[src/rtl/bch_p32_t8_pkg.sv]
// Shared constants for the t=8, GF(2^13), 32-bit-parallel BCH code.
// G_POLY is derived at elaboration from the field, so it always matches PRIM_POLY.
package bch_p32_t8_pkg;

  localparam int GF_M     = 13;
  localparam int T        = 8;
  localparam int PAR_BITS = 104;
  localparam int WORD_W   = 32;

  // x^13 + x^4 + x^3 + x + 1
  localparam logic [GF_M:0] PRIM_POLY = 14'h201B;

  typedef enum logic [1:0] {
    IDLE,
    DATA,
    PARITY
  } state_t;

  function automatic logic [GF_M-1:0] gf_mul(input logic [GF_M-1:0] a, input logic [GF_M-1:0] b);
    logic [GF_M-1:0] p;
    p = '0;
    for (int i = GF_M - 1; i >= 0; i--) begin
      p = {p[GF_M-2:0], 1'b0} ^ (p[GF_M-1] ? PRIM_POLY[GF_M-1:0] : '0);
      if (b[i]) p = p ^ a;
    end
    return p;
  endfunction

  // Product of (x + beta) over every conjugate of alpha^1,3,...,2T-1.
  function automatic logic [PAR_BITS:0] gen_poly();
    logic [PAR_BITS:0][GF_M-1:0] g;
    logic [GF_M-1:0]             beta;
    logic [PAR_BITS:0]           res;
    g    = '0;
    g[0] = 13'd1;
    for (int i = 1; i < 2 * T; i += 2) begin
      beta = 13'd1;
      for (int k = 0; k < i; k++) beta = gf_mul(beta, 13'd2);
      for (int j = 0; j < GF_M; j++) begin
        for (int d = PAR_BITS; d > 0; d--) g[d] = g[d-1] ^ gf_mul(g[d], beta);
        g[0] = gf_mul(g[0], beta);
        beta = gf_mul(beta, beta);
      end
    end
    for (int d = 0; d <= PAR_BITS; d++) res[d] = g[d][0];
    return res;
  endfunction

  localparam logic [PAR_BITS:0] G_POLY = gen_poly();

endpackage

[src/rtl/bch_encoder_p32_t8_if.sv]
// Word-stream bundle between a message source, the BCH encoder and the codeword sink.
interface bch_encoder_p32_t8_if;
  import bch_p32_t8_pkg::*;

  logic              start;
  logic [WORD_W-1:0] din;
  logic              din_valid;
  logic              din_ready;
  logic [WORD_W-1:0] dout;
  logic              dout_valid;
  logic              dout_ready;
  logic              dout_last;
  logic              busy;

  modport master (
    output start, din, din_valid, dout_ready,
    input  din_ready, dout, dout_valid, dout_last, busy
  );

  modport slave (
    input  start, din, din_valid, dout_ready,
    output din_ready, dout, dout_valid, dout_last, busy
  );

endinterface

[src/rtl/bch_enc_step_p32.sv]
// Combinational 32-bit remainder update: 32 bit-serial LFSR stages, MSB of din first.
module bch_enc_step_p32
  import bch_p32_t8_pkg::*;
(
  input  logic [PAR_BITS-1:0] rem,
  input  logic [WORD_W-1:0]   din,
  output logic [PAR_BITS-1:0] rem_next
);

  logic [PAR_BITS-1:0] r;
  logic                fb;

  always_comb begin
    r  = rem;
    fb = 1'b0;
    for (int i = WORD_W - 1; i >= 0; i--) begin
      fb = din[i] ^ r[PAR_BITS-1];
      r  = {r[PAR_BITS-2:0], 1'b0} ^ ({PAR_BITS{fb}} & G_POLY[PAR_BITS-1:0]);
    end
    rem_next = r;
  end

endmodule

[src/rtl/bch_encoder_p32_t8.sv]
// Systematic BCH t=8 encoder: MSG_WORDS data words pass through, then 4 parity words (BCH_ENC_PARITY_INV_EN inverts parity).
// Latency: an accepted word is on dout from the accepting edge; parity follows with no bubble.
// Backpressure: din_ready only while the single output register is free or draining this cycle.
module bch_encoder_p32_t8
  import bch_p32_t8_pkg::*;
#(
  parameter int MSG_WORDS = 128,
  parameter int PAR_WORDS = 4
) (
  input logic clk,
  input logic reset,
  bch_encoder_p32_t8_if.slave bus
);

  state_t              state;
  logic [PAR_BITS-1:0] rem;
  logic [PAR_BITS-1:0] rem_next;
  logic [PAR_BITS-1:0] rem_out;
  logic [7:0]          word_cnt;
  logic [1:0]          par_cnt;
  logic [WORD_W-1:0]   par_word;
  logic [WORD_W-1:0]   dout_q;
  logic                dout_valid_q;
  logic                dout_last_q;
  logic                out_free;
  logic                din_acc;

  bch_enc_step_p32 u_step (
    .rem      (rem),
    .din      (bus.din),
    .rem_next (rem_next)
  );

`ifdef BCH_ENC_PARITY_INV_EN
  assign rem_out = ~rem;
`else
  assign rem_out = rem;
`endif

  // Last word keeps the low 8 remainder bits left-aligned; the 24 pad bits are always zero.
  always_comb begin
    par_word = '0;
    case (par_cnt)
      2'd0: par_word = rem_out[103:72];
      2'd1: par_word = rem_out[71:40];
      2'd2: par_word = rem_out[39:8];
      2'd3: par_word = {rem_out[7:0], 24'h0};
      default: par_word = '0;
    endcase
  end

  assign out_free       = ~dout_valid_q | bus.dout_ready;
  assign din_acc        = bus.din_valid & bus.din_ready;
  assign bus.din_ready  = (state == DATA) & out_free;
  assign bus.dout       = dout_q;
  assign bus.dout_valid = dout_valid_q;
  assign bus.dout_last  = dout_last_q;
  assign bus.busy       = (state != IDLE);

  always_ff @(posedge clk) begin
    if (reset) begin
      state        <= IDLE;
      rem          <= '0;
      word_cnt     <= '0;
      par_cnt      <= '0;
      dout_q       <= '0;
      dout_valid_q <= 1'b0;
      dout_last_q  <= 1'b0;
    end else begin
      // Drain first; a load below in the same cycle overrides it.
      if (dout_valid_q && bus.dout_ready) begin
        dout_valid_q <= 1'b0;
        dout_last_q  <= 1'b0;
      end
      case (state)
        IDLE: begin
          if (bus.start) begin
            rem      <= '0;
            word_cnt <= '0;
            par_cnt  <= '0;
            state    <= DATA;
          end
        end
        DATA: begin
          if (din_acc) begin
            rem          <= rem_next;
            dout_q       <= bus.din;
            dout_valid_q <= 1'b1;
            dout_last_q  <= 1'b0;
            word_cnt     <= word_cnt + 8'd1;
            if (word_cnt == 8'(MSG_WORDS - 1)) begin
              par_cnt <= '0;
              state   <= PARITY;
            end
          end
        end
        PARITY: begin
          if (out_free) begin
            dout_q       <= par_word;
            dout_valid_q <= 1'b1;
            dout_last_q  <= (par_cnt == 2'(PAR_WORDS - 1));
            par_cnt      <= par_cnt + 2'd1;
            if (par_cnt == 2'(PAR_WORDS - 1)) state <= IDLE;
          end
        end
        default: state <= IDLE;
      endcase
    end
  end

endmodule
[src/flat_wrapper.sv]
// flat-port wrapper written by rule: the top's interface ports become plain ports
module bch_encoder_p32_t8_flat import bch_p32_t8_pkg::*;
#(
  parameter int MSG_WORDS = 128,
  parameter int PAR_WORDS = 4
)
  (clk, reset, bus_start, bus_din, bus_din_valid, bus_dout_ready, bus_din_ready, bus_dout, bus_dout_valid, bus_dout_last, bus_busy);
  bch_encoder_p32_t8_if bus_i ();
  input logic clk;
  input logic reset;
  input wire logic [$bits(bus_i.start)-1:0] bus_start;
  input wire logic [$bits(bus_i.din)-1:0] bus_din;
  input wire logic [$bits(bus_i.din_valid)-1:0] bus_din_valid;
  input wire logic [$bits(bus_i.dout_ready)-1:0] bus_dout_ready;
  output wire logic [$bits(bus_i.din_ready)-1:0] bus_din_ready;
  output wire logic [$bits(bus_i.dout)-1:0] bus_dout;
  output wire logic [$bits(bus_i.dout_valid)-1:0] bus_dout_valid;
  output wire logic [$bits(bus_i.dout_last)-1:0] bus_dout_last;
  output wire logic [$bits(bus_i.busy)-1:0] bus_busy;
  assign bus_i.start = bus_start;
  assign bus_i.din = bus_din;
  assign bus_i.din_valid = bus_din_valid;
  assign bus_i.dout_ready = bus_dout_ready;
  assign bus_din_ready = bus_i.din_ready;
  assign bus_dout = bus_i.dout;
  assign bus_dout_valid = bus_i.dout_valid;
  assign bus_dout_last = bus_i.dout_last;
  assign bus_busy = bus_i.busy;
  bch_encoder_p32_t8 #(.MSG_WORDS(MSG_WORDS), .PAR_WORDS(PAR_WORDS)) u_core (.clk(clk), .reset(reset), .bus(bus_i));
endmodule
[config.mk]
export PLATFORM = sky130hd
export DESIGN_NAME = bch_encoder_p32_t8_flat
export DESIGN_NICKNAME = d
export VERILOG_FILES = /design/src/rtl/bch_p32_t8_pkg.sv /design/src/rtl/bch_encoder_p32_t8_if.sv /design/src/rtl/bch_enc_step_p32.sv /design/src/rtl/bch_encoder_p32_t8.sv /design/src/flat_wrapper.sv
export SDC_FILE = /design/constraint.sdc
export NUM_CORES = 1
export LEC_CHECK = 0
export CORE_AREA = 10 10 192 194
export DETAILED_ROUTE_END_ITERATION = 7
export DIE_AREA = 0 0 202 204
export PLACE_DENSITY = 0.77
export SLEW_MARGIN = 20
export SYNTH_ARGS = -nofsm -noshare
export SYNTH_HDL_FRONTEND = slang
export SYNTH_HIERARCHICAL = 1
export SYNTH_SLANG_ARGS = --single-unit
[constraint.sdc]
create_clock -name clk -period 7.7 [get_ports clk]
set_input_delay 1.54 -clock clk [delete_from_list [all_inputs] [get_ports clk]]
set_output_delay 1.54 -clock clk [all_outputs]
set_load 0.01 [all_outputs]
==> flow_summary.rst <==
.. list-table::
   :header-rows: 1

   * - Metric
     - Value
   * - Outcome
     - complete, no violations
   * - Least-Margin Pin Slew
     - about 1100 ps
   * - Crit end category
     - register
   * - Number of antenna violations at the first check in global routing
     - 0
   * - Clock tree from TritonCTS
     - built
   * - Mean instance size in the synthesized netlist
     - roughly 9.6 sq um
   * - Post-Syn Nets
     - 1678
   * - Skew-Pair Late Insertion Delay
     - 470 ps
   * - Async set-or-reset flop fraction in the synthesized netlist
     - 0%
   * - Count of hold buffers inserted by post-cts repair
     - 0
   * - Shortest clock period the worst path allows after layout
     - 7140 ps
   * - Multiplexer fraction of the synthesized cell area
     - 0.257%
   * - Final net count
     - 1807
   * - Critical path cell sequence
     - clkdlybuf4s50_1 -> xnor2_1 -> buf_4 -> xnor3_1 -> xnor2_2 -> xnor2_2 -> buf_4 -> xnor2_2 -> xnor3_1 -> xnor3_2 -> xnor3_1 -> buf_4 -> xor2_2 -> xnor3_1 -> nand3_1 -> a21oi_1
   * - Number of I/O pins
     - 73
   * - Clk root buf
     - sky130_fd_sc_hd__clkbuf_16
   * - Commonest non-fill, non-tap cell in the layout
     - sky130_fd_sc_hd__xnor2_1
   * - Fraction of the mapped netlist area in adder cells
     - 0.883%
   * - WL/cell
     - 30.2 um
   * - Count of final max-slew check failures
     - 0
   * - Number of nets with antenna violations after routing
     - 0
   * - Routed via count
     - between 10000 and 15000
   * - Most common cell on crit path
     - sky130_fd_sc_hd__xnor3_1
   * - Share of layout cells above drive strength 1
     - 13.8%
   * - Simple-gate share of the synthesized area
     - 9.92%
   * - Drt first pass iters
     - 5
   * - CTS Sinks
     - 150
   * - Max Freq
     - 140 MHz
   * - Flop-to-flop setup slack
     - 1710 ps
   * - Antenna Diode Count
     - 0
   * - Port-buffer cells
     - 72
   * - Sum of negative setup slack
     - 0 ps
   * - Buffers inserted by post-CTS timing repair
     - 0
   * - MaxCap Viol Count
     - 0
   * - Final Routed Wirelength
     - approximately 67000 um
   * - Htree depth
     - 4
   * - Mapped Area
     - 15600 sq um
   * - Kind of cell adding the most delay to the critical path
     - XOR/XNOR gates
   * - Final Hold Viols
     - 0
   * - Maximum count of clock buffers along a single path
     - 2
   * - Die height
     - 204 um
   * - Signed area change from the synthesized netlist to the final layout
     - 15.4%
   * - Starting density of the core
     - a little under half
   * - Global-route wire length before repair
     - 93700 um
   * - RSZ-0062 raised after global routing
     - false
   * - Critical Setup Path Class
     - in -> reg
   * - Number of flip-flops and latches in the synthesized netlist
     - 150
   * - Register clock-pin slew on the reported worst setup and hold paths
     - 70 ps
   * - Aggregate global-route resource usage
     - 31.8%
   * - Post-detailed-placement half-perimeter wirelength
     - about 53000 um
   * - Weighted congestion at the end of routability-driven global placement
     - between 1 and 1.5
   * - Cell at the slowest stage of the critical path
     - sky130_fd_sc_hd__xnor2_1
   * - Post-route DRC violation count
     - 0
   * - Count of buffering cells on the critical path with inverters included
     - 4
   * - Gate Count Post-Synth
     - 1630
   * - Number of cell rows
     - between 60 and 70
   * - Count of flip-flops with a built-in enable after synthesis
     - 0
   * - Sequential area share after synthesis
     - approximately 19%
   * - Total overflow reported by the global router
     - 0
   * - Number of clock buffers inserted by TritonCTS
     - 17
   * - Vias in the first global route
     - 12500
   * - Largest clock skew in the final design
     - 15.9 ps
   * - Top library cells by usage in the layout, fill and taps aside
     - 520 x sky130_fd_sc_hd__xnor2_1, 154 x sky130_fd_sc_hd__a21oi_1, 150 x sky130_fd_sc_hd__dfxtp_1
   * - Xor and xnor area share after synthesis
     - 56.4%
   * - Initial DRC count
     - about 1600
   * - Synth warnings
     - 6
   * - Data arrival at the endpoint of the critical path
     - 7440 ps
   * - # resized after CTS
     - 0
   * - Final critical-path share of the clock period
     - 92.8%
   * - Biggest cell delay along the critical path
     - 650 ps
   * - Dominant combinational cell family by area after synthesis
     - XOR/XNOR gates
   * - Main flop type after synthesis
     - sky130_fd_sc_hd__dfxtp_1
   * - Worst slew margin relative to its limit
     - 26.4%
   * - Via count normalized by instance count
     - 5.92
   * - Largest fanout on the critical path
     - 6
   * - Nature of the critical path startpoint
     - input port
   * - Post-synthesis compound-gate area fraction
     - 9.42%
   * - Number of distinct library cells after synthesis
     - 47
   * - Req. time, crit path
     - 8000 ps
   * - Filler instances
     - 2986
   * - Final setup violation count
     - 0
   * - Area of the die
     - 41200 sq um
   * - Hold Path Class
     - reg -> reg
   * - Chip width
     - ~200 um
   * - Core area
     - 33100 sq um
   * - Pin count of the biggest net entering global routing
     - 90
## path summary, 6_finish.rpt
kind / cells after the start / start / end
setup / recovery: 16 / bus_din[28] / u_core/rem[43]$_SDFFE_PP0P_
hold / removal: 2 / u_core/rem[90]$_SDFFE_PP0P_ / u_core/rem[90]$_SDFFE_PP0P_
setup reg to reg: 13 / u_core/rem[93]$_SDFFE_PP0P_ / u_core/rem[43]$_SDFFE_PP0P_
hold reg to reg: 2 / u_core/rem[90]$_SDFFE_PP0P_ / u_core/rem[90]$_SDFFE_PP0P_
## metrics by stage
stage / cells / hold slack, ps / setup slack, ps / util (%) / cell area, sq um
CTS: 2219 / 479 / 665 / 54.3 / 18000
global placement: 2188 / 460 / 140 / 52.6 / 17400
floorplan: 1630 / 447 / 1670 / - / 15600
detailed placement: 2188 / 470 / 204 / 52.6 / 17400
finish: 2219 / 479 / 556 / 54.3 / 18000
global route: 2219 / 503 / 497 / 54.3 / 18000
## synthesized netlist by cell type, drive strengths merged (11+ instances only)
master,instances,area (sq um)
nand2,107,402
xnor2,561,5280
nor2b,27,169
inv,20,75.1
a211oi,32,240
a221oi,32,280
dfxtp,150,3000
xnor3,101,2290
clkbuf,36,135
xor2,103,1010
nor3,24,120
nor2,34,128
nand3,109,546
a21oi,155,780
buf,66,393
ha,11,138
## per-layer routing
metal / routed length (um) / vias to the layer above / track usage, %
li1: - / 5709 / -
met1: 26700 / 6433 / 41.3
met2: 29300 / 805 / 48.5
met3: 6470 / 182 / 5.71
met4: 4550 / 0 / 19.5
met5: 0 / - / 0
## cell families after synthesis
kind of cell               Yosys count
DFF                                150
adders and majority gates           11
xor gates and xnor gates           774
buffers and inverters              122
AOI/OAI and AO/OA                  240
and+or+nand+nor                    329
muxes                                4
## flip-flops by register name, indices dropped and copies added, names as in the netlist
| name | count |
|---|---|
| u_core/par_cnt | 2 |
| u_core/state | 2 |
| u_core/bus.dout_last | 1 |
| u_core/bus.dout_valid | 1 |
| u_core/rem | 104 |
| u_core/bus.dout | 32 |
| u_core/word_cnt | 8 |
## worst min-delay path, stage by stage (launching register included)
cell and delay (ps):
sky130_fd_sc_hd__dfxtp_1 330, sky130_fd_sc_hd__nand2_1 60, sky130_fd_sc_hd__a21oi_1 50
## final cells by class
class | count | area (sq um) | area share, %
Sequential cell | 150 | 3000 | 16.7
Tap cell | 448 | 561 | 3.12
Clock buffer | 18 | 429 | 2.39
Inverter | 20 | 75.1 | 0.417
Multi-Input combinational cell | 1358 | 12000 | 66.8
Clock inverter | 13 | 131 | 0.730
Timing Repair Buffer | 212 | 1770 | 9.84
Power is left out: the tool's default activity adds up to more than one toggle a clock period on the data nets, which glitch-free logic cannot reach.
==> edit 1, RTL diff (same settings) <==
One comparison of `word_cnt` changes from == to >=.
--- a/src/rtl/bch_encoder_p32_t8.sv
+++ b/src/rtl/bch_encoder_p32_t8.sv
@@ -90,3 +90,3 @@
             word_cnt     <= word_cnt + 8'd1;
-            if (word_cnt == 8'(MSG_WORDS - 1)) begin
+            if (word_cnt >= 8'(MSG_WORDS - 1)) begin
               par_cnt <= '0;
Formal check against the unedited RTL: no difference found for any inputs over 4 cycles, from zero or initial values and one cycle with reset high; that may be too few to reach the edited logic, so the function may still have changed.
==> edit 1 against the original RTL <==
Wire length rose by 1.8%. Synthesized area fell by 0.82%. First-iteration DRC count fell by 16%. Worst setup slack got worse by 87 ps. Count of clock-buffer cells in the layout fell by 1. Synthesized cell count barely moved. Sequential share of layout area fell by 0.10 points. Design area rose by 0.61%. Maximum frequency fell by 1.2%. Clock skew fell by 2.6 ps. Sequential cell count did not move. Critical path depth fell by 2. Critical path type unchanged. Highest routed layer unchanged.
Power is not shown: default switching activity piles up to over one toggle a cycle in this logic, so the estimate is an artifact.
==> edit 1: results (changes against the original RTL) <==
* Status: finished, final reports clean
* M1 GR Usage at 40.4% (-0.91 points)
* Crit Path Max Fanout at 7 (+1)
* Worst-Skew Late Latency at 470 ps (about the same)
* Leading cell types by total area after synthesis: xnor2_1 (29%), dfxtp_1 (19%), xnor3_1 (13%), nand2_1 (5.9%), xor2_1 (5.3%)
* Clk buf depth at 2 (unchanged)
* Final #Nets at 1834 (+1.5%)
* # port buffers at 72 (unchanged)
* Cell Area, Placed at 0.0175 sq mm (+0.40%)
* Synth Area in XOR/XNOR at 56.9% (+0.47 points)
* DRT iter0 DRCs at 1368 (-16%)
* Mux share of post-synthesis cell area at 2.27% (+2.0 points)
* Crit path largest cell delay at 710 ps (+60 ps)
* Gr usage total at 32.5% (+0.71 points)
* Met3 Usage GRT at 7.88% (+2.2 points)
* Async SR Flop Fraction at 0% (unchanged)
* Fin Clk Skew at 13.3 ps (-2.57 ps)
* M2 GR Usage at 50.5% (+2.0 points)
* Most frequent cells after synthesis: xnor2_1 (520), nand2_1 (243), dfxtp_1 (150)
* WL final at 68200 um (+1.8%)
* Setup TNS at 0 ps (unchanged)
* Reg2Reg Launch Point: u_core/rem[98]
* Hold_sp: u_core/rem[86]
* CP max-delay cell: xnor3_1
* Pre-CTS WS at 105 ps (-99.4 ps)
* Vias at 12800 (-2.6%)
* Worst-margin pin slew at 1120 ps (+12.6 ps)
* Met3 WL at 6380 um (-1.3%)
* Met2 WL at 30500 um (+4.3%)
* Fill cell count at 3021 (+1.2%)
* DRT met1 WL at 27100 um (+1.4%)
* Area share of fa/ha/maj cells after synthesis at 0.890% (+0.0073 points)
* Synth Warn # at 6 (unchanged)
* GP Congestion at 1.09 (-1.1%)
* Compound-gate portion of the synthesized area at 9.69% (+0.26 points)
* Cells after DPL at 2214 (+1.2%)
* Vias in the first global route at 12500 (-0.42%)
* Root Buffer: clkbuf_16
* Post-DP HPWL at 53300 um (+1.5%)
* First-pass GRT wire length at 94500 um (+0.85%)
* Sequential share of the synthesized area at 19.4% (+0.16 points)
* Post CTS Setup Buffer Count at 0 (unchanged)
* Routed vias/inst at 5.69 (-3.8%)
* Worst setup startpoint: bus_din[26]
* Max Used Layer: met4
* First drt pass iteration count at 6 (+1)
* Share of cells above drive strength 1 at 14.3% (+0.56 points)
* Overflow after GRT at 0 (unchanged)
* Crit path DAT at 7610 ps (+170 ps)
* Synth cell types at 50 (+6.4%)
* Synth Net Count at 1677 (-0.060%)
* Largest net degree at the start of global routing at 69 (-23%)
* Syn Area/Cell at 9.49 sq um (-0.76%)
edit 1: changes by cell type after synthesis, moves of 25 or more:
cell,unedited run,this run
a221oi_1,32,0
mux2i_1,4,35
nand2_1,107,243
nand3_1,109,3
nor2b_1,27,2
o21ai_0,0,59
edit 1: area by class of cell:
| type | instances | area [sq um] | area share [%] |
|---|---|---|---|
| sequential | 150 | 3000 | 16.6 |
| clock buffer | 17 | 425 | 2.35 |
| multi-input combinational | 1362 | 12000 | 66.0 |
| tap | 448 | 561 | 3.10 |
| inverter | 31 | 116 | 0.643 |
| timing repair buffer | 224 | 1900 | 10.5 |
| clock inverter | 15 | 143 | 0.788 |
edit 1: worst paths after layout:
check / slack, ps / cells past startpoint / to
setup / recovery: 470 / 14 / u_core/rem[93]
hold / removal: 480 / 2 / u_core/rem[86]
setup reg to reg: 1420 / 13 / u_core/rem[93]
hold reg to reg: 480 / 2 / u_core/rem[86]
==> edit 2, RTL diff (same settings) <==
Without the edit above. Build with the macro `BCH_ENC_PARITY_INV_EN` defined.
--- a/src/rtl/bch_encoder_p32_t8.sv
+++ b/src/rtl/bch_encoder_p32_t8.sv
@@ -3,2 +3,4 @@
 // Backpressure: din_ready only while the single output register is free or draining this cycle.
+`define BCH_ENC_PARITY_INV_EN
+
 module bch_encoder_p32_t8
Behaviour: no difference found for any inputs over 4 cycles, from zero or initial values and one cycle with reset high; that may be too few to reach the edited logic, so the function may still have changed.
==> edit 2 against the original RTL <==
Sequential cell count is the same. Non-clock buffer count grew 7. Sequential share of layout area shrank 0.30 points. Worst setup slack lost 180 ps. Die area is the same. Design area grew 1.8%. Wire length grew 6.0%. Synthesized area grew 1.6%. Highest routed layer is now met5.
Power is left out: the tool's default activity adds up to more than one toggle a clock period on the data nets, which glitch-free logic cannot reach.
==> edit 2: results (changes against the original RTL) <==
* Non-clock inverters at 16 (-20%)
* Async SR Flop Fraction at 0% (unchanged)
* Status: finished, final reports clean
* Worst R2R Path Depth at 15 (+2)
* Hold_sp: u_core/bus.dout[14]
* Compound-gate portion of the synthesized area at 12.4% (+3.0 points)
* Vias in the first global route at 13500 (+7.6%)
* Multi-input combinational area share at 66.9% (+0.10 points)
* Synth cell types at 50 (+6.4%)
* Buffers excl. clock at 219 (+3.3%)
* Gr usage total at 33.7% (+1.9 points)
* Crit Path Max Fanout at 7 (+1)
* Sequential share of the synthesized area at 19.0% (-0.30 points)
* Area share of fa/ha/maj cells after synthesis at 0.869% (-0.014 points)
* Clock network area share at 3.26% (+0.14 points)
* Gate Count Post-Synth at 1659 (+1.8%)
* Post-layout min period at 7330 ps (+185 ps)
* Fin Clk Skew at 16.2 ps (+0.284 ps)
* Worst-margin pin slew at 1040 ps (-63.3 ps)
* Diode count at 0 (unchanged)
* Crit path DAT at 7710 ps (+270 ps)
* Vias at 14000 (+6.6%)
* First drt pass iteration count at 6 (+1)
* Cells after DPL at 2201 (+0.59%)
* Hold path endpoint: u_core/bus.dout[14]
* Synth Warn # at 6 (unchanged)
* Leading cell types by total area after synthesis: xnor2_1 (29%), dfxtp_1 (19%), xnor3_1 (13%), xor2_1 (5.1%), nand4_1 (4.2%)
* Share of cells above drive strength 1 at 14.2% (+0.45 points)
* Multi-input gates at 1368 (+0.74%)
* Post-DP HPWL at 54500 um (+3.7%)
* Hold depth at 2 (unchanged)
* Top reg by flops: u_core/rem
* Initial antenna violation count at 2 (+2)
* Largest net degree at the start of global routing at 116 (+29%)
* WL final at 71000 um (+6.0%)
* Worst-path clk slew at 70 ps (about the same)
* Reg2reg end: u_core/rem[16]
* Largest register FFs at 104 (unchanged)
* R2R setup slack at 1360 ps (-350 ps)
* CP max-delay cell: xnor3_2
* DRT iter0 DRCs at 1814 (+11%)
* Most frequent cells after synthesis: xnor2_1 (519), dfxtp_1 (150), a21oi_1 (113)
* GP Congestion at 1.06 (-3.5%)
* Fill cell count at 2970 (-0.54%)
* Pre-CTS WS at 152 ps (-52.2 ps)
* Reg2Reg Launch Point: u_core/rem[102]
* First-pass GRT wire length at 100000 um (+6.9%)
* Final #Nets at 1820 (+0.72%)
* Signal buffers share of area at 10.0% (+0.20 points)
* H-tree lvl count at 4 (unchanged)
* Post-CTS sizing at 0 (unchanged)
* Synth Area in XOR/XNOR at 55.5% (-0.92 points)
* Crit path max-delay family: XOR/XNOR gates
* Crit path largest cell delay at 700 ps (+50 ps)
* Worst setup startpoint: bus_din[30]
* Mux share of post-synthesis cell area at 0.253% (-0.0040 points)
* Drt wl/cell at 31.8 um (+5.3%)
[edit 2: changes by cell type in the layout (fill, tap and decap cells not counted), moves of 35 or more]
cell | unedited run | this run
nand2_1 | 107 | 72
nand3_1 | 109 | 2
a21oi_1 | 154 | 113
nand4_1 | 3 | 107
o21ai_0 | 0 | 109
[edit 2: routing by layer]
metal | vias up | part of all wire (%) | track usage (%)
met4 | 2 | 7.3 | 21.2
li1 | 5965 | - | -
met2 | 951 | 43 | 51.6
met5 | - | 0.018 | 0
met3 | 212 | 10 | 6.66
met1 | 6870 | 39 | 43.1
[edit 2: per-stage QoR]
stage / cell area, sq um / hold WS, ps
2_1_floorplan: 15800 / 448
3_3_place_gp: 17700 / 464
3_5_place_dp: 17700 / 486
4_1_cts: 18300 / 501
5_1_grt: 18300 / 526
6_report: 18300 / 504
[edit 2: worst min-delay path: cells and delay by family (launching register included)]
family	cells	cell delay (ps)
AOI/OAI and AO/OA	1	50
DFF	1	310
and+or+nand+nor	1	100
